File: config.mk
export PLATFORM = sky130hd
export DESIGN_NAME = led_pattern_sequencer
export DESIGN_NICKNAME = d
export VERILOG_FILES = /design/src/rtl/led_pattern_sequencer.sv
export SDC_FILE = /design/constraint.sdc
export NUM_CORES = 1
export LEC_CHECK = 0
export CAP_MARGIN = 10
export CORE_MARGIN = 2
export CORE_UTILIZATION = 45
export CTS_CLUSTER_DIAMETER = 60
export CTS_CLUSTER_SIZE = 40
export DETAILED_ROUTE_END_ITERATION = 10
export GPL_TIMING_DRIVEN = 0
export PLACE_DENSITY = 0.8
export SETUP_SLACK_MARGIN = 0.1
export SLEW_MARGIN = 20
export SYNTH_ARGS = -nofsm -noshare
export SYNTH_HDL_FRONTEND = slang
export SYNTH_SLANG_ARGS = --single-unit
export TNS_END_PERCENT = 1
File: constraint.sdc
create_clock -name clock_in -period 4.4 [get_ports clock_in]
set_clock_uncertainty 0.2 [all_clocks]
set_input_delay 0.66 -clock clock_in [delete_from_list [all_inputs] [get_ports clock_in]]
set_output_delay 0.66 -clock clock_in [all_outputs]
set_load 0.01 [all_outputs]
File: src/rtl/led_pattern_sequencer.sv
// LED pattern sequencer: steps an OFF/BLINK/CHASE/BOUNCE pattern on each rising edge of blink_in.
// Optional define LED_SEQ_SYNC_EN inserts a 2-flop synchronizer ahead of edge detection.
//
// state          | meaning
// ST_IDLE        | mode 0, LEDs held off
// ST_BLINK       | mode 1, all LEDs toggle each step
// ST_CHASE       | mode 2, single lit LED rotates left
// ST_BOUNCE_UP   | mode 3, lit LED moving toward the MSB
// ST_BOUNCE_DOWN | mode 3, lit LED moving toward the LSB
module led_pattern_sequencer #(
  parameter int LED_COUNT = 8
) (
  input  logic                 clock_in,
  input  logic                 reset_in,
  input  logic                 blink_in,
  input  logic [1:0]           mode_in,
  output logic [LED_COUNT-1:0] led_out,
  output logic                 step_pulse_out,
  output logic [7:0]           step_count_out
);

  typedef enum logic [2:0] {
    ST_IDLE,
    ST_BLINK,
    ST_CHASE,
    ST_BOUNCE_UP,
    ST_BOUNCE_DOWN
  } state_t;

  localparam logic [LED_COUNT-1:0] LedOne = {{(LED_COUNT-1){1'b0}}, 1'b1};

  state_t                 state_q;
  logic [LED_COUNT-1:0]   led_q;
  logic                   step_pulse_q;
  logic [7:0]             step_count_q;
  logic                   blink_s;
  logic                   sample_q;
  logic                   blink_d_q;
  logic                   step;
  logic [1:0]             cur_mode;
  logic [LED_COUNT-1:0]   rot_left_d;
  logic [LED_COUNT-1:0]   shl_d;
  logic [LED_COUNT-1:0]   shr_d;

`ifdef LED_SEQ_SYNC_EN
  logic sync1_q;
  logic sync2_q;

  always_ff @(posedge clock_in) begin
    if (reset_in) begin
      sync1_q <= 1'b1;
      sync2_q <= 1'b1;
    end else begin
      sync1_q <= blink_in;
      sync2_q <= sync1_q;
    end
  end

  assign blink_s = sync2_q;
`else
  assign blink_s = blink_in;
`endif

  // Both sample flops reset high so a level already high at release never steps.
  always_ff @(posedge clock_in) begin
    if (reset_in) begin
      sample_q  <= 1'b1;
      blink_d_q <= 1'b1;
    end else begin
      sample_q  <= blink_s;
      blink_d_q <= sample_q;
    end
  end

  assign step = sample_q & ~blink_d_q;

  always_comb begin
    cur_mode = 2'd0;
    case (state_q)
      ST_IDLE:        cur_mode = 2'd0;
      ST_BLINK:       cur_mode = 2'd1;
      ST_CHASE:       cur_mode = 2'd2;
      ST_BOUNCE_UP:   cur_mode = 2'd3;
      ST_BOUNCE_DOWN: cur_mode = 2'd3;
      default:        cur_mode = 2'd0;
    endcase
  end

  assign rot_left_d = {led_q[LED_COUNT-2:0], led_q[LED_COUNT-1]};
  assign shl_d      = led_q << 1;
  assign shr_d      = led_q >> 1;

  always_ff @(posedge clock_in) begin
    if (reset_in) begin
      state_q      <= ST_IDLE;
      led_q        <= '0;
      step_pulse_q <= 1'b0;
      step_count_q <= 8'd0;
    end else begin
      step_pulse_q <= step;
      if (step) begin
        step_count_q <= step_count_q + 8'd1;
        if (mode_in != cur_mode) begin
          case (mode_in)
            2'd0: begin state_q <= ST_IDLE;      led_q <= '0;     end
            2'd1: begin state_q <= ST_BLINK;     led_q <= '1;     end
            2'd2: begin state_q <= ST_CHASE;     led_q <= LedOne; end
            2'd3: begin state_q <= ST_BOUNCE_UP; led_q <= LedOne; end
            default: begin state_q <= ST_IDLE;   led_q <= '0;     end
          endcase
        end else begin
          case (state_q)
            ST_IDLE:  led_q <= '0;
            ST_BLINK: led_q <= ~led_q;
            ST_CHASE: led_q <= rot_left_d;
            ST_BOUNCE_UP: begin
              if (led_q[LED_COUNT-1]) begin
                led_q   <= shr_d;
                state_q <= ST_BOUNCE_DOWN;
              end else begin
                led_q <= shl_d;
              end
            end
            ST_BOUNCE_DOWN: begin
              if (led_q[0]) begin
                led_q   <= shl_d;
                state_q <= ST_BOUNCE_UP;
              end else begin
                led_q <= shr_d;
              end
            end
            default: begin
              state_q <= ST_IDLE;
              led_q   <= '0;
            end
          endcase
        end
      end
    end
  end

  assign led_out        = led_q;
  assign step_pulse_out = step_pulse_q;
  assign step_count_out = step_count_q;

endmodule

## Word level (Yosys, flattened, before mapping)

Cells that the tools add are included.

| storage, ports and cells | value |
|---|---|
| logic and storage cells | 38 |
| output and inout port bits | 17 |
| input port bits | 5 |
| register bits after elaboration | 22 |

| operators by class | value |
|---|---|
| add/subtract/negate cells | 1 |
| bitwise gates (word level) | 3 |
| muxes and demuxes | 11 |
| reductions and logical operators | 6 |
| equal/unequal tests | 11 |

Operators by type and width:

| cell | count |
|---|---|
| one-hot mux 8 bit (4 select lines) | 1 |
| two-way mux 8 bit | 3 |
| one-hot mux 8 bit (3 select lines) | 1 |
| one-hot mux 3 bit (4 select lines) | 1 |
| two-way mux 3 bit | 3 |
| one-hot mux 3 bit (3 select lines) | 1 |
| adder 8 x 1 -> 8 bit (second input constant) | 1 |
| NOT 8 bit | 1 |
| == test 3 x 2 -> 1 bit (second input constant) | 2 |
| inequality test 3 bit (second input constant) | 2 |
| one-hot mux 2 bit (3 select lines) | 1 |
| == test 2 bit (second input constant) | 2 |
| AND reduction 4 bit | 1 |
| OR reduction 2 bit | 2 |
| == test 3 x 1 -> 1 bit (second input constant) | 1 |
| == test 3 bit (second input constant) | 1 |
| zero test 3 bit | 1 |
| OR reduction 3 bit | 1 |
| == test 2 x 1 -> 1 bit (second input constant) | 1 |
| zero test 2 bit | 1 |
| inequality test 2 x 1 -> 1 bit (second input constant) | 1 |
| inequality test 2 bit | 1 |
| AND 1 bit | 1 |
| NOT 1 bit | 1 |

## Logic depth before layout (Yosys ltp)

Gate-level depths: netlist of the first run.

| depth | value |
|---|---|
| word-level depth | 6 |
| mapped depth | 7 |

## Worst setup path after synthesis of the first run

Ideal clock, no wire load.

| path | value |
|---|---|
| path kind | input -> register |
| start | in mode_in[0] |
| end | reg state_q[0] |
| data required time | 4.081 ns |
| setup time | 0.119 ns |
| arrival time | 1.610 ns |
| path slack | 2.472 ns |
| cell stages on the path | 4 |
| buffers on the path | 1 |
| cell sequence | clkbuf_1 o31a_4 nand2b_2 o221a_1 |

| between the ends | value |
|---|---|
| word-level cells in the longest chain between the ends | 3 |
| elaborated cells on any way between the ends | 11 |

Ends and longest elaborated chain:

| element | line | text |
|---|---|---|
| from (decl) | 16 | `input logic [1:0] mode_in,` |
| inequality test 2 bit (tied with other cells) | 103 | `if (mode_in != cur_mode) begin` |
| inequality test 3 bit (no line) (tied with other cells) | - |  |
| AND reduction 4 bit (no line) or two-way mux 3 bit (tied branches) | - |  |
| to (signal assigned) | 105 | `2'd0: begin state_q <= ST_IDLE; led_q <= '0; end` |
| to (signal assigned) | 106 | `2'd1: begin state_q <= ST_BLINK; led_q <= '1; end` |
| to (signal assigned) | 107 | `2'd2: begin state_q <= ST_CHASE; led_q <= LedOne; end` |
| to (decl) | 32 | `state_t state_q;` |

Parallel ways exist; a longest one is shown, timed or not. The select of a mux whose other input is x is not followed.
A chain may end at the register's enable or synchronous reset.

## Worst setup path in the final report of the first run

| path | value |
|---|---|
| start | in mode_in[1] |
| end | reg led_q[3] (netlist: led_out[3]) |

| between the ends | value |
|---|---|
| word-level cells in the longest chain between the ends | 4 |
| elaborated cells on any way between the ends | 8 |

Ends and longest elaborated chain:

| element | line | text |
|---|---|---|
| == test 2 bit | 104 | `case (mode_in)` |
| OR reduction 2 bit (no line) | - |  |
| one-hot mux 8 bit (3 select lines) | 104 |  |
| two-way mux 8 bit * | 103 |  |
| to (signal assigned) | 114 | `ST_BLINK: led_q <= ~led_q;` |
| to (signal assigned) | 115 | `ST_CHASE: led_q <= rot_left_d;` |
| to (signal assigned) | 118 | `led_q <= shr_d;` |
| to (decl) | 33 | `logic [LED_COUNT-1:0] led_q;` |

Every way passes the cells marked *; elsewhere a longest branch is shown, timed or not.

==> results of run 1 <==
## where the power goes
group / total, mW / switching, mW / internal [mW]
combinational: 0.0557 / 0.0299 / 0.0258
clock: 0.158 / 0.0656 / 0.0922
sequential: 0.212 / 0.00678 / 0.205
## flip-flops by register name, summed over array words and instances, names as in the netlist
signal / count
blink_d_q: 1
led_out: 8
sample_q: 1
state_q: 3
step_count_out: 8
step_pulse_out: 1
## metal layers
metal,part of all wire,GRT usage
met1,0.46,0.285
met3,0.039,0.0230
met4,0.019,0.0897
met5,0,0
met2,0.49,0.321
## critical path, cell delays in order
cell and delay [ns]:
clkdlybuf4s50_1 0.61, xor2_1 0.25, o32ai_1 0.11, a32o_2 0.31, a211oi_1 0.27, nor3_1 0.08
## placed cells by master (no fill, tap or decap), drive strengths merged, types with 3 or more instances in the layout
master | netlist | layout
nand4 | 3 | 3
clkbuf | 5 | 8
clkdlybuf4s50 | 0 | 20
xor2 | 5 | 5
nand2 | 9 | 9
a22o | 4 | 4
o32ai | 3 | 3
buf | 5 | 5
or3 | 3 | 3
inv | 3 | 3
dfxtp | 22 | 22
nor2 | 15 | 15
a211oi | 7 | 7
nor3 | 8 | 8
a21oi | 14 | 14
o21ai | 8 | 8
nand2b | 7 | 7
## path summary, 6_finish.rpt
kind | start | to | cells past startpoint
worst max-delay path | mode_in[1] | led_out[3] | 6
worst min-delay path | step_count_out[7] | step_count_out[7] | 2
worst max register to register | state_q[1] | led_out[3] | 6
worst min register to register | step_count_out[7] | step_count_out[7] | 2
## per-stage QoR
stage                     utilization  area [um^2]  total power [mW]
after CTS                       0.571         1550             0.427
final                           0.571         1550             0.425
after detailed placement        0.551         1490             0.272
after global routing            0.571         1550             0.443
after global placement          0.551         1490             0.269
after floorplan                     -         1250             0.251
## cell type report
type	instances	area, um^2
clock buffer	3	22.5
inverter	3	11.3
tap	31	38.8
multi-input combinational	115	751
timing repair buffer	20	200
sequential	22	440
clock inverter	1	30.0
buffer	10	52.6
fill	264	1160
## logic make-up after synthesis
kind of cell | count (synthesis)
simple gates | 56
mux | 2
compound gates | 50
fa+ha+maj | 1
buf+inv | 13
xor+xnor | 6
flops | 22
==> results.tsv, run 1 <==
stage	metric	value	unit
placement	post-place-ws	1.78	ns
floorplanning	start_util	0.463	
synth	synth_ff_type	dfxtp_1	
global_routing	grt_max_degree	14	
layout	stdcell_count	205	
drt	ant_nets	0	
synth	synth_nets	156	
synth	synthMuxAreaShare	0.0160	
floorplanning	die_area	3230	um^2
synth	yosysMostFrequentCell	dfxtp_1	
synth	avgSynthCellArea	8.37	um^2
drt	drt_iter0_drc	53	
worst_hold_path	hold_class	flop to flop	
floorplanning	design.core.area	2710	um^2
clocking	clockRootBuffer	clkbuf_4	
timing	maxSlewViolCount	0	
global_routing	grt_pass1_wl	5220	um
synth	synthesis.area	1250	um^2
global_routing	grt_use_total	0.205	
synth	ys_ff_latch	22	
placement	dp.final_hpwl	2210	um
layout	nNetsFinal	181	
synth	synthTopCellsByCount	dfxtp_1, nor2_1, a21oi_1	
worst_setup_path	crit_fanout	8	
synth	synth_adder_area_share	0.00997	
clocking	cts_buffer_depth	2	
layout	n_antenna_cell	0	
clocking	cts_tree	done	
placement	dp.cells	201	
synth	async_reset_ff_frac	0	
power	vdd_ir_drop_max	0.000211	V
synth	yosysWarnings	0	
synth	synth_simple_gate_area_frac	0.239	
layout	drive_above_1_share	0.103	
drt	via_count	1232	
clocking	cts_resized	0	
worst_setup_path	cp-end-kind	flop	
clocking	cts_num_sinks	22	
synth	yosysTopAreaCellShare	0.351	
timing	period_share	0.517	
layout	area_delta_synth_final	23.2	%
timing	min_period	2.27	ns
drt	post_drt_wl_per_cell	15.0	um
clocking	htree_levels	1	
synth	yosysTopAreaCell	dfxtp_1	
floorplanning	die_h	56.8	um
flow_run	cap_violations	0	
power	leakage	0.577	nW
timing	setup_slack	2.13	ns
worst_setup_path	worstPathArrival	2.29	ns
timing	rsz0062_at_grt	false	
placement	port_buffers	20	
drt	via_per_inst	6.01	
clocking	cts_made_buffers	3	
timing	hold_viol_final	0	
synth	synth-xor-area-share	0.0419	
drt	drcViolationCount	0	
drt	wirelength	3080	um
floorplanning	ioPinCount	22	
placement	place.gp.congestion	0.943	
power	cellPowerDensity	275	nW/um^2
timing	worst_slew_pin_slew	0.609	ns
status	status	complete, no violations	
timing	max_freq	0.440	GHz
synth	synth-compound-area-share	0.291	
timing	setup_tns	0	ns
worst_setup_path	r2r_slack	2.42	ns
global_routing	gr-total-overflow	0	
clocking	post_cts_buffers	0	
synth	synth_top_family_by_area	compound AO/OA/AOI/OAI gates	
timing	setup_violations	0	
timing	whs	0.297	ns
synth	synth-edff-count	0	
synth	yosysSeqAreaShare	0.351	
drt	dr.pass1.iters	4	
worst_setup_path	cp-start-kind	primary input	
clocking	insertion_delay	0.32	ns
synth	synth_cell_types	46	
global_routing	antenna_found_initial	0	
timing	slew_headroom	0.593	
synth	synthTopCellsByArea	dfxtp_1, a21oi_1, nor2_1	
worst_setup_path	path_class	primary input to flop	
floorplanning	fp-row-count	19	
worst_setup_path	critPathRequiredTime	4.41	ns
global_routing	grt_pass1_vias	1080	
clocking	path_clk_slew	0.13	ns
synth	netlist_instances	150	
clocking	holdBufCountCts	0	
floorplanning	die_width	56.8	um
(Power assumes the default switching activity.)
==> run 2: changes to the inputs <==
--- a/config.mk
+++ b/config.mk
@@ -12,7 +12,7 @@
 export CTS_CLUSTER_SIZE = 40
 export DETAILED_ROUTE_END_ITERATION = 10
 export GPL_TIMING_DRIVEN = 0
-export PLACE_DENSITY = 0.8
+export PLACE_DENSITY = 0.83
 export SETUP_SLACK_MARGIN = 0.1
 export SLEW_MARGIN = 20
 export SYNTH_ARGS = -nofsm -noshare
==> constraint.sdc (replaced) <==
create_clock -name clock_in -period 1.9 [get_ports clock_in]
set_clock_uncertainty 0.2 [all_clocks]
set_input_delay 0.285 -clock clock_in [delete_from_list [all_inputs] [get_ports clock_in]]
set_output_delay 0.285 -clock clock_in [all_outputs]
set_load 0.01 [all_outputs]
==> run 2 against run 1 <==
Effect of this change: the run now ends with setup timing left; non-clock buffer count increased by 3; setup slack got worse by 2.2 ns; clock power increased by 130%; power increased by 140%; wire length increased by 7.5%; combinational power increased to 2.6 times the previous value; register-to-register slack got worse by 2.4 ns; count of clock-buffer cells in the layout unchanged; via count increased by 4.1%; critical path type is now flop to flop.
==> results.tsv, run 2 (synthesized netlist as in run 1, its figures left out) <==
stage	metric	value	unit	change
status	status	finished with violations		
status	failed_checks	setup timing		
layout	multi_input_area	823	um^2	+9.7%
timing	slew_headroom	0.673		+0.0798
layout	nNetsFinal	184		+1.7%
clocking	htree_levels	1		unchanged
worst_setup_path	critPathRequiredTime	1.92	ns	-2.49 ns
placement	post-place-ws	-0.306	ns	-2.09 ns
layout	stdcell_count	208		+1.5%
drt	via_count	1283		+4.1%
power	leakage	0.639	nW	+11%
clocking	cts_num_sinks	22		unchanged
drt	drt_iter0_drc	43		-19%
global_routing	grt_pass1_vias	1190		+10%
timing	min_period	1.93	ns	
placement	dp.cells	201		unchanged
timing	worst_slew_pin_slew	0.490	ns	-0.118 ns
clocking	cts_tree	done		
clocking	cts_made_buffers	3		unchanged
drt	dr.pass1.iters	4		unchanged
layout	layout_common_cells	clkdlybuf4s50_1, nor2_1, a21oi_1, dfxtp_2		
power	vdd_ir_drop_max	0.000614	V	+190%
clocking	cts_buffer_depth	2		unchanged
clocking	path_clk_slew	0.13	ns	about the same
layout	area_delta_synth_final	33.9	%	
placement	dp.final_hpwl	2170	um	-2.0%
timing	rsz0062_at_grt	true		
worst_hold_path	hold_class	primary input to flop		
worst_setup_path	cp-start-kind	flop		
global_routing	gr-total-overflow	0		unchanged
timing	maxSlewViolCount	0		unchanged
timing	setup_violations	1		+1
worst_hold_path	hp-start	mode_in[1]		
floorplanning	fp-row-count	19		unchanged
timing	whs	0.299	ns	+0.00164 ns
floorplanning	ioPinCount	22		unchanged
timing	hold_viol_final	0		unchanged
drt	drcViolationCount	0		unchanged
clocking	insertion_delay	0.32	ns	about the same
floorplanning	start_util	0.463		unchanged
layout	seqCellArea	463	um^2	+5.1%
global_routing	antenna_found_initial	0		unchanged
floorplanning	die_width	56.8	um	unchanged
worst_setup_path	worstPathArrival	1.95	ns	-0.34 ns
worst_setup_path	rr_worst_depth	6		unchanged
layout	n_antenna_cell	0		unchanged
worst_setup_path	crit_fanout	6		-2
layout	layout_commonest_cell	clkdlybuf4s50_1		
worst_setup_path	r2r-end	state_q[1]		
layout	drive_above_1_share	0.254		+0.151
flow_run	cap_violations	0		unchanged
layout	stdcell_area	1680	um^2	+8.7%
placement	port_buffers	20		unchanged
global_routing	grt_max_degree	14		unchanged
timing	max_freq	0.519	GHz	
layout	fill_cells	239		-9.5%
timing	setup_slack	-0.0271	ns	-2.15 ns
worst_setup_path	crit_path_start	state_q[1]		
drt	via_per_inst	6.17		+2.6%
worst_setup_path	path_class	flop to flop		
drt	ant_nets	0		unchanged
power	cellPowerDensity	595	nW/um^2	+120%
floorplanning	die_h	56.8	um	unchanged
drt	wirelength	3310	um	+7.5%
worst_setup_path	cp-endpoint	state_q[1]		
floorplanning	design.core.area	2710	um^2	unchanged
placement	placed_area	1490	um^2	unchanged
clocking	clockRootBuffer	clkbuf_4		
worst_setup_path	r2r_slack	-0.03	ns	-2.45 ns
timing	period_share	1.01		
floorplanning	die_area	3230	um^2	unchanged
worst_setup_path	timing.rr.start	state_q[1]		
global_routing	grt_pass1_wl	5180	um	-0.92%
drt	post_drt_wl_per_cell	15.9	um	+5.9%
worst_setup_path	cp-end-kind	flop		
global_routing	grt_use_total	0.198		-0.00706
placement	place.gp.congestion	0.915		-2.9%
run 2: cell count changes in the layout (fill, tap and decap cells not counted), moves of 2 or more:
cell,change
dfxtp_1,-14
dfxtp_2,+12
buf_4,+2
buf_6,+2
clkdlybuf4s50_1,-2
dfxtp_4,+2
dlymetal6s2s_1,+2
o21ai_0,-2
o21ai_2,+2
run 2: what timing repair did:
item                                    4_1_cts  5_1_grt
pin swaps                                     0        8
setup buffers                                 0        2
cloned                                        0        1
hold buffers                                  0        0
resized for setup                             3       36
endpoints found under the setup margin       18       22
run 2: layout make-up:
class                   instances  share of cell area
multi-input cells             115               0.490
inverters                       3             0.00670
repair buffers                 23               0.138
plain buffers                  10              0.0357
flip-flops and latches         22               0.276
clock inverters                 1              0.0179
clock buffers                   3              0.0134
well taps                      31              0.0231
run 2: worst min path at each step:
stage / endpoint / depth (start not counted)
2_1_floorplan: sample_q / 1
3_3_place_gp: blink_d_q / 1
3_5_place_dp: blink_d_q / 1
4_1_cts: state_q[0] / 2
5_1_grt: state_q[1] / 2
6_report: state_q[1] / 2
run 2: metal layers:
layer / GRT usage / part of all wire
met4: 0.0864 / 0.015
met3: 0.0461 / 0.066
met5: 0 / 0
met2: 0.341 / 0.52
met1: 0.234 / 0.40
run 2: stage by stage:
stage | power [mW] | TNS (ns) | util
global placement | 0.623 | -2.31 | 0.551
CTS | 0.989 | 0 | 0.573
floorplan | 0.580 | 0 | -
global route | 1.04 | -0.242 | 0.620
finish | 1.00 | -0.0271 | 0.620
detailed placement | 0.627 | -2.76 | 0.551
run 2: critical path, cell delays in order (launching register included):
cell,delay (ns)
dfxtp_2,0.36
buf_6,0.13
or3b_4,0.45
o221ai_2,0.18
o31a_4,0.21
a21oi_1,0.06
o221a_1,0.24
run 2: power by group:
group / switching (mW) / leakage, nW / internal [mW]
combinational: 0.0775 / 0.425 / 0.0690
clock: 0.149 / 0.0279 / 0.213
sequential: 0.0174 / 0.186 / 0.474
total: 0.244 / 0.639 / 0.757
==> run 3: changes to the inputs <==
--- a/config.mk
+++ b/config.mk
@@ -8,13 +8,14 @@
 export CAP_MARGIN = 10
 export CORE_MARGIN = 2
 export CORE_UTILIZATION = 45
+export CTS_BUF_LIST = sky130_fd_sc_hd__clkbuf_16
 export CTS_CLUSTER_DIAMETER = 60
 export CTS_CLUSTER_SIZE = 40
 export DETAILED_ROUTE_END_ITERATION = 10
 export GPL_TIMING_DRIVEN = 0
 export PLACE_DENSITY = 0.83
 export SETUP_SLACK_MARGIN = 0.1
-export SLEW_MARGIN = 20
+export SLEW_MARGIN = 15
 export SYNTH_ARGS = -nofsm -noshare
 export SYNTH_HDL_FRONTEND = slang
 export SYNTH_SLANG_ARGS = --single-unit
==> run 3 against run 2 <==
Effect of this change: the run now ends clean; sequential power about the same; critical path depth unchanged; power is 22% higher; sequential share of layout area shrank 1.3 points; count of clock-buffer cells in the layout unchanged; critical path type unchanged; critical endpoint unchanged.
==> results.tsv, run 3 (synthesized netlist as in run 1, its figures left out) <==
stage	metric	value	unit	change
worst_setup_path	path_class	flop to flop		
worst_setup_path	timing.rr.start	state_q[1]		
worst_hold_path	hold-path-cell-count	1		-1
power	power.total	1.22	mW	+22%
drt	drcViolationCount	0		unchanged
floorplanning	die_h	56.8	um	unchanged
layout	area_delta_synth_final	35.3	%	
placement	place.gp.congestion	0.915		unchanged
drt	dr.pass1.iters	4		unchanged
timing	worst_slew_pin_slew	0.477	ns	-0.0131 ns
worst_setup_path	rr_worst_depth	6		unchanged
power	leakage	0.629	nW	-1.5%
worst_setup_path	cp-start-kind	flop		
timing	hold_viol_final	0		unchanged
timing	setup_violations	0		-1
status	status	complete, no violations		
drt	post_drt_wl_per_cell	15.3	um	-3.8%
global_routing	grt_use_total	0.202		+0.00392
placement	dp.final_hpwl	2170	um	unchanged
worst_setup_path	worstPathArrival	1.81	ns	-0.14 ns
global_routing	gr-total-overflow	0		unchanged
worst_hold_path	hp-start	sample_q		
clocking	htree_levels	1		unchanged
clocking	cts_num_sinks	22		unchanged
power	cellPowerDensity	719	nW/um^2	+21%
power	pwr-share-clk	0.481		+0.119
clocking	cts_made_buffers	3		unchanged
floorplanning	die_area	3230	um^2	unchanged
global_routing	grt_pass1_wl	5270	um	+1.9%
clocking	cts_tree	done		
worst_setup_path	cp-end-kind	flop		
global_routing	antenna_found_initial	0		unchanged
layout	fill_cells	243		+1.7%
drt	drt_iter0_drc	57		+33%
timing	rsz0062_at_grt	true		
clocking	insertion_delay	0.26	ns	-0.06 ns
worst_setup_path	critPathRequiredTime	1.85	ns	-0.07 ns
flow_run	cap_violations	0		unchanged
timing	max_freq	0.537	GHz	+3.5%
worst_hold_path	hold_class	flop to flop		
clocking	cts_buffer_depth	2		unchanged
floorplanning	start_util	0.463		unchanged
worst_setup_path	r2r-end	state_q[1]		
layout	stdcell_area	1700	um^2	+1.0%
timing	min_period	1.86	ns	-0.0659 ns
clocking	clockRootBuffer	clkbuf_16		
drt	via_count	1282		-0.078%
clocking	path_clk_slew	0.06	ns	-0.07 ns
drt	ant_nets	0		unchanged
layout	nNetsFinal	185		+0.54%
clocking	holdBufCountCts	0		unchanged
timing	maxSlewViolCount	0		unchanged
layout	drive_above_1_share	0.157		-0.0969
worst_setup_path	crit_fanout	9		+3
floorplanning	fp-row-count	19		unchanged
layout	layout_commonest_cell	dfxtp_1		
worst_hold_path	whs_endpoint	blink_d_q		
power	vdd_ir_drop_max	0.000740	V	+21%
timing	slew_headroom	0.682		+0.00875
power	pwr-share-seq	0.402		-0.089
power	power.switching	0.261	mW	+7.0%
floorplanning	design.core.area	2710	um^2	unchanged
drt	wirelength	3200	um	-3.4%
timing	period_share	0.980		-0.0347
worst_setup_path	r2r_slack	0.04	ns	+0.07 ns
power	combPwrFrac	0.117		-0.029
power	p_int	0.960	mW	+27%
power	switching_share	0.214		-0.0301
drt	via_per_inst	6.13		-0.56%
layout	n_antenna_cell	0		unchanged
global_routing	grt_max_degree	14		unchanged
placement	port_buffers	20		unchanged
layout	layout_common_cells	dfxtp_1, clkdlybuf4s50_1, nor2_1, a21oi_1		
timing	whs	0.277	ns	-0.0218 ns
floorplanning	ioPinCount	22		unchanged
global_routing	grt_pass1_vias	1217		+2.3%
placement	placed_area	1490	um^2	unchanged
floorplanning	die_width	56.8	um	unchanged
==> run 3: worst max-delay path by stage <==
| stage | from | to | slack [ns] | cells after the start |
|---|---|---|---|---|
| after global placement | mode_in[1] | led_out[0] | -0.26 | 6 |
| after CTS | state_q[1] | state_q[1] | 0.06 | 6 |
| after floorplan | state_q[1] | state_q[1] | 0.14 | 6 |
| after detailed placement | mode_in[1] | led_out[2] | -0.31 | 6 |
| after global routing | mode_in[1] | led_out[0] | -0.02 | 6 |
| final | state_q[1] | state_q[1] | 0.04 | 6 |
==> run 3: routing by layer <==
layer  wire length [um]  up-vias  track usage
met1               1350      611        0.240
met2               1630       59        0.350
li1                   -      608            -
met3                190        4       0.0461
met4                 29        0       0.0797
met5                  0        -            0
==> run 3: timing repair <==
item,4_1_cts,5_1_grt
pin swaps,3,3
gates resized for setup,5,11
buffers inserted,2,2
setup endpoints to repair,11,11
==> run 3: critical path, stage by stage (launching register included) <==
cell      delay, ns
dfxtp_1        0.31
buf_6          0.14
or3b_4         0.43
o221ai_2       0.16
o31a_4         0.20
a21oi_1        0.06
o221a_1        0.24
==> run 3: through the flow <==
stage | setup slack (ns) | setup TNS, ns | cells | util
after floorplan | 0.145 | 0 | 150 | -
after detailed placement | -0.306 | -2.76 | 201 | 0.551
after CTS | 0.0605 | 0 | 207 | 0.606
after global placement | -0.259 | -2.31 | 201 | 0.551
after global routing | -0.0215 | -0.0215 | 209 | 0.627
final | 0.0388 | 0 | 209 | 0.627
==> run 3: cell type report <==
| class | instances | area, um^2 | area share |
|---|---|---|---|
| plain buffers | 10 | 62.6 | 0.0368 |
| clock buffers | 3 | 75.1 | 0.0442 |
| clock inverters | 1 | 30.0 | 0.0177 |
| inverters | 3 | 11.3 | 0.00663 |
| multi-input cells | 115 | 792 | 0.466 |
| flip-flops and latches | 22 | 445 | 0.262 |
| well taps | 31 | 38.8 | 0.0228 |
| repair buffers | 24 | 243 | 0.143 |
==> run 3: power groups by stage <==
stage	clock network (mW)	registers [mW]	logic (mW)
2_1_floorplan	0	0.501	0.0786
3_3_place_gp	0	0.500	0.123
3_5_place_dp	0	0.501	0.127
4_1_cts	0.594	0.491	0.132
5_1_grt	0.612	0.493	0.155
6_report	0.587	0.491	0.142
==> edit 1 (config.mk and constraints of run 3) <==
The option `LED_SEQ_SYNC_EN` is turned on by a define.
--- a/src/rtl/led_pattern_sequencer.sv
+++ b/src/rtl/led_pattern_sequencer.sv
@@ -8,4 +8,6 @@
 // ST_BOUNCE_UP   | mode 3, lit LED moving toward the MSB
 // ST_BOUNCE_DOWN | mode 3, lit LED moving toward the LSB
+`define LED_SEQ_SYNC_EN
+
 module led_pattern_sequencer #(
   parameter int LED_COUNT = 8
Formal check against the unedited RTL: not equivalent (a bounded check fails within 4 cycles, from zero or initial values and one cycle with reset_in high).
==> edit 1 against run 3 <==
Worst setup slack better by 0.056 ns; first-iteration DRC count down 26%; sequential cell count up 2; wire length up 8.5%; core utilization up 0.058 points; clock power up 2%; synthesized area up 11%; count of clock-buffer cells in the layout unchanged; final area up 11%; total power up 0.48%; critical endpoint is now led_out[3]$_SDFFE_PP0P_.
==> edit 1: results (changes against run 3) <==
[place]
io_buffer_count=21  ; +5.0%
gp_congestion=0.880  ; -3.8%
place_inst=223  ; +11%
hpwlAfterDp_um=2210  ; +1.7%
place_ws_ns=-0.388  ; -0.0813 ns

[detailed_routing]
met1_length_um=1590  ; +18%
wl_um=3470  ; +8.5%
wl_met2_um=1680  ; +3.4%
wl_met3_um=195  ; +2.6%
routed_via_density=6.04  ; -1.6%
routed.top_layer=met3
drt_iter0_drc=42  ; -26%
vias=1407  ; +9.8%

[critical_path]
critPathMaxStageDelay_ns=0.32  ; -0.11 ns
critPathLaunch=state_q[2]$_SDFFE_PP0P_
r2r_slack_ns=0.09  ; +0.06 ns
cp.arrival_ns=1.73  ; -0.08 ns

[grt]
grt_pass1_wl_um=5690  ; +7.9%
grt_pass1_vias=1173  ; -3.6%
grt_use_met1=0.294  ; +0.0538
grt_max_degree=15  ; +1
gr-usage-all-layers=0.203  ; +0.000758

[synthesis]
syn-num-nets=175  ; +12%
netlist_top_cells_count=dfxtp_1, nor2_1, a21oi_1, nand2_1, a211oi_1
yosysSeqAreaShare=0.345  ; -0.00624
netlist_instances=169  ; +13%
synth_compound_area_frac=0.280  ; -0.0111
yosys.area_share.xor_xnor=0.0503  ; +0.00839
synthTopCellsByArea=dfxtp_1, nor2_1, a211oi_1
synth_cell_types=49  ; +6.5%
synth_mux_area_frac=0.0224  ; +0.00649
synth_fa_ha_area_frac=0.00898  ; -0.000993
ys_ff_latch=24  ; +9.1%

[timing]
worstMarginPinSlew_ns=0.463  ; -0.0137 ns
hold_ws_ns=0.210  ; -0.0672 ns
min_period_ns=1.81  ; -0.0559 ns

[clock_network]
post_cts_buffers=5  ; +3
cts_resized=18  ; +13

[cells_and_area]
bufAreaShareNonClock=0.185  ; +0.00557
seqCellArea_sq_um=484  ; +8.7%
multi_input_area_share=0.476  ; +0.00928
drive_gt1_frac=0.195  ; +0.0377
nFillCells=242  ; -0.41%
multi_input_gates=130  ; +13%
fin_nets=207  ; +12%
inv_count=2  ; -1
clk_share=0.0558  ; -0.00609

[power_and_ir_drop]
p_leak_nw=0.695  ; +10%
peakVddDrop_uv=538  ; -27%
p_int_mw=0.982  ; +2.3%

[min_path]
hp-start=blink_s$_SDFF_PP1_

[run_status]
status=completed

-- edit 1: power groups by stage --
stage | Sequential, mW | Clock (mW) | Combinational [mW]
4_1_cts | 0.517 | 0.603 | 0.108
5_1_grt | 0.519 | 0.622 | 0.123
3_5_place_dp | 0.529 | 0 | 0.0946
3_3_place_gp | 0.529 | 0 | 0.0931
2_1_floorplan | 0.530 | 0 | 0.0609
6_report | 0.518 | 0.596 | 0.114
-- edit 1: path summary, 6_finish.rpt --
path	end
min reg2reg	sample_q$_SDFF_PP1_
min	sample_q$_SDFF_PP1_
max	led_out[3]$_SDFFE_PP0P_
max reg2reg	led_out[3]$_SDFFE_PP0P_
-- edit 1: through the flow --
stage | instance area, sq um | utilization
floorplan | 1390 | -
global placement | 1650 | 0.548
detailed placement | 1650 | 0.548
CTS | 1850 | 0.618
global route | 1880 | 0.627
finish | 1880 | 0.627
==> edit 2 (settings of run 3) <==
Without the edit above. Put one more register stage on the output `led_out`, with the module's reset. The value now appears one clock later. The other outputs are not delayed to match.
--- a/src/rtl/led_pattern_sequencer.sv
+++ b/src/rtl/led_pattern_sequencer.sv
@@ -140,5 +140,11 @@
   end
 
-  assign led_out        = led_q;
+  always_ff @(posedge clock_in) begin
+    if (reset_in) begin
+      led_out <= '0;
+    end else begin
+      led_out <= led_q;
+    end
+  end
   assign step_pulse_out = step_pulse_q;
   assign step_count_out = step_count_q;
Behaviour: not the same (a bounded check fails within 4 cycles, from zero or initial values and one cycle with reset_in high).
==> edit 2 against run 3 <==
The run now ends with setup timing left; sequential cell count is 8 higher; critical path depth did not move; die area increased by 15%; total power grew 40%; final area increased by 24%; worst setup slack got worse by 0.094 ns; wire length rose by 25%; synthesized area increased by 16%; critical endpoint is now led_q[4]$_SDFFE_PP0P_; largest cell class unchanged; highest routed layer unchanged.
==> edit 2: results (changes against run 3) <==
[grt]
grt_use_met2=0.381  ; +0.0305
use_met3=0.0576  ; +0.0115
grt_pass1_vias=1236  ; +1.6%
grt_max_degree=11  ; -3

[critical_path]
path_max_fanout=7  ; -2
rr_endpoint=led_q[4]$_SDFFE_PP0P_
crit_end=led_q[4]$_SDFFE_PP0P_

[synthesis]
synth_fa_ha_area_frac=0.00859  ; -0.00138
yosysSeqAreaShare=0.412  ; +0.0614
synth_compound_area_frac=0.263  ; -0.0282
syn-num-nets=168  ; +7.7%
yosys.area_share.xor_xnor=0.0361  ; -0.00579
synth_mux_area_frac=0.0137  ; -0.00221
synth.avg_cell_area_sq_um=8.99  ; +7.5%
synth_cell_types=48  ; +4.3%
synthTopCellsByArea=dfxtp_1, nor2b_1, nand2_1

[run_status]
violations=setup timing
status=finished with violations

[detailed_routing]
wl_met3_um=229  ; +21%
met1_length_um=1550  ; +15%
wl_met2_um=2150  ; +32%
drt_iter0_drc=91  ; +60%

[timing]
setup_viol=4  ; +4
fin_ws_ns=-0.0554  ; -0.0943 ns
hold_ws_ns=0.178  ; -0.0987 ns

[power_and_ir_drop]
pwr-share-clk=0.515  ; +0.034
peakVddDrop_uv=402  ; -46%
seqPwrFrac=0.387  ; -0.015

[place]
place_inst=226  ; +12%
hpwlAfterDp_um=2410  ; +11%
gp_congestion=0.850  ; -7.1%

[min_path]
hp-class=in2reg
worstHoldPathCells=3  ; +2

[clock_network]
cts_buffers=5  ; +2
h-tree-depth=2  ; +1
cts_resized=12  ; +7

[cells_and_area]
nFillCells=229  ; -5.8%

edit 2: stage by stage:
| stage | setup TNS (ns) | power, mW | utilization |
|---|---|---|---|
| 2_1_floorplan | 0 | 0.756 | - |
| 3_3_place_gp | -4.65 | 0.793 | 0.556 |
| 3_5_place_dp | -6.09 | 0.801 | 0.556 |
| 5_1_grt | -0.392 | 1.78 | 0.684 |
| 4_1_cts | 0 | 1.69 | 0.639 |
| 6_report | -0.129 | 1.71 | 0.684 |
edit 2: cell type report:
cell class,instances,area share
Buffer,11,0.0297
Clock buffer,5,0.0594
Clock inverter,3,0.0190
Inverter,2,0.00357
Multi-Input combinational cell,119,0.422
Sequential cell,30,0.287
Tap cell,44,0.0261
Timing Repair Buffer,36,0.153
edit 2: worst max-delay path: stages, from the launching register on:
cell and delay, ns:
dfxtp_1 0.30, buf_6 0.13, or3b_4 0.42, a31oi_4 0.25, o21ai_0 0.15, a221o_1 0.29
o211a_1 0.11
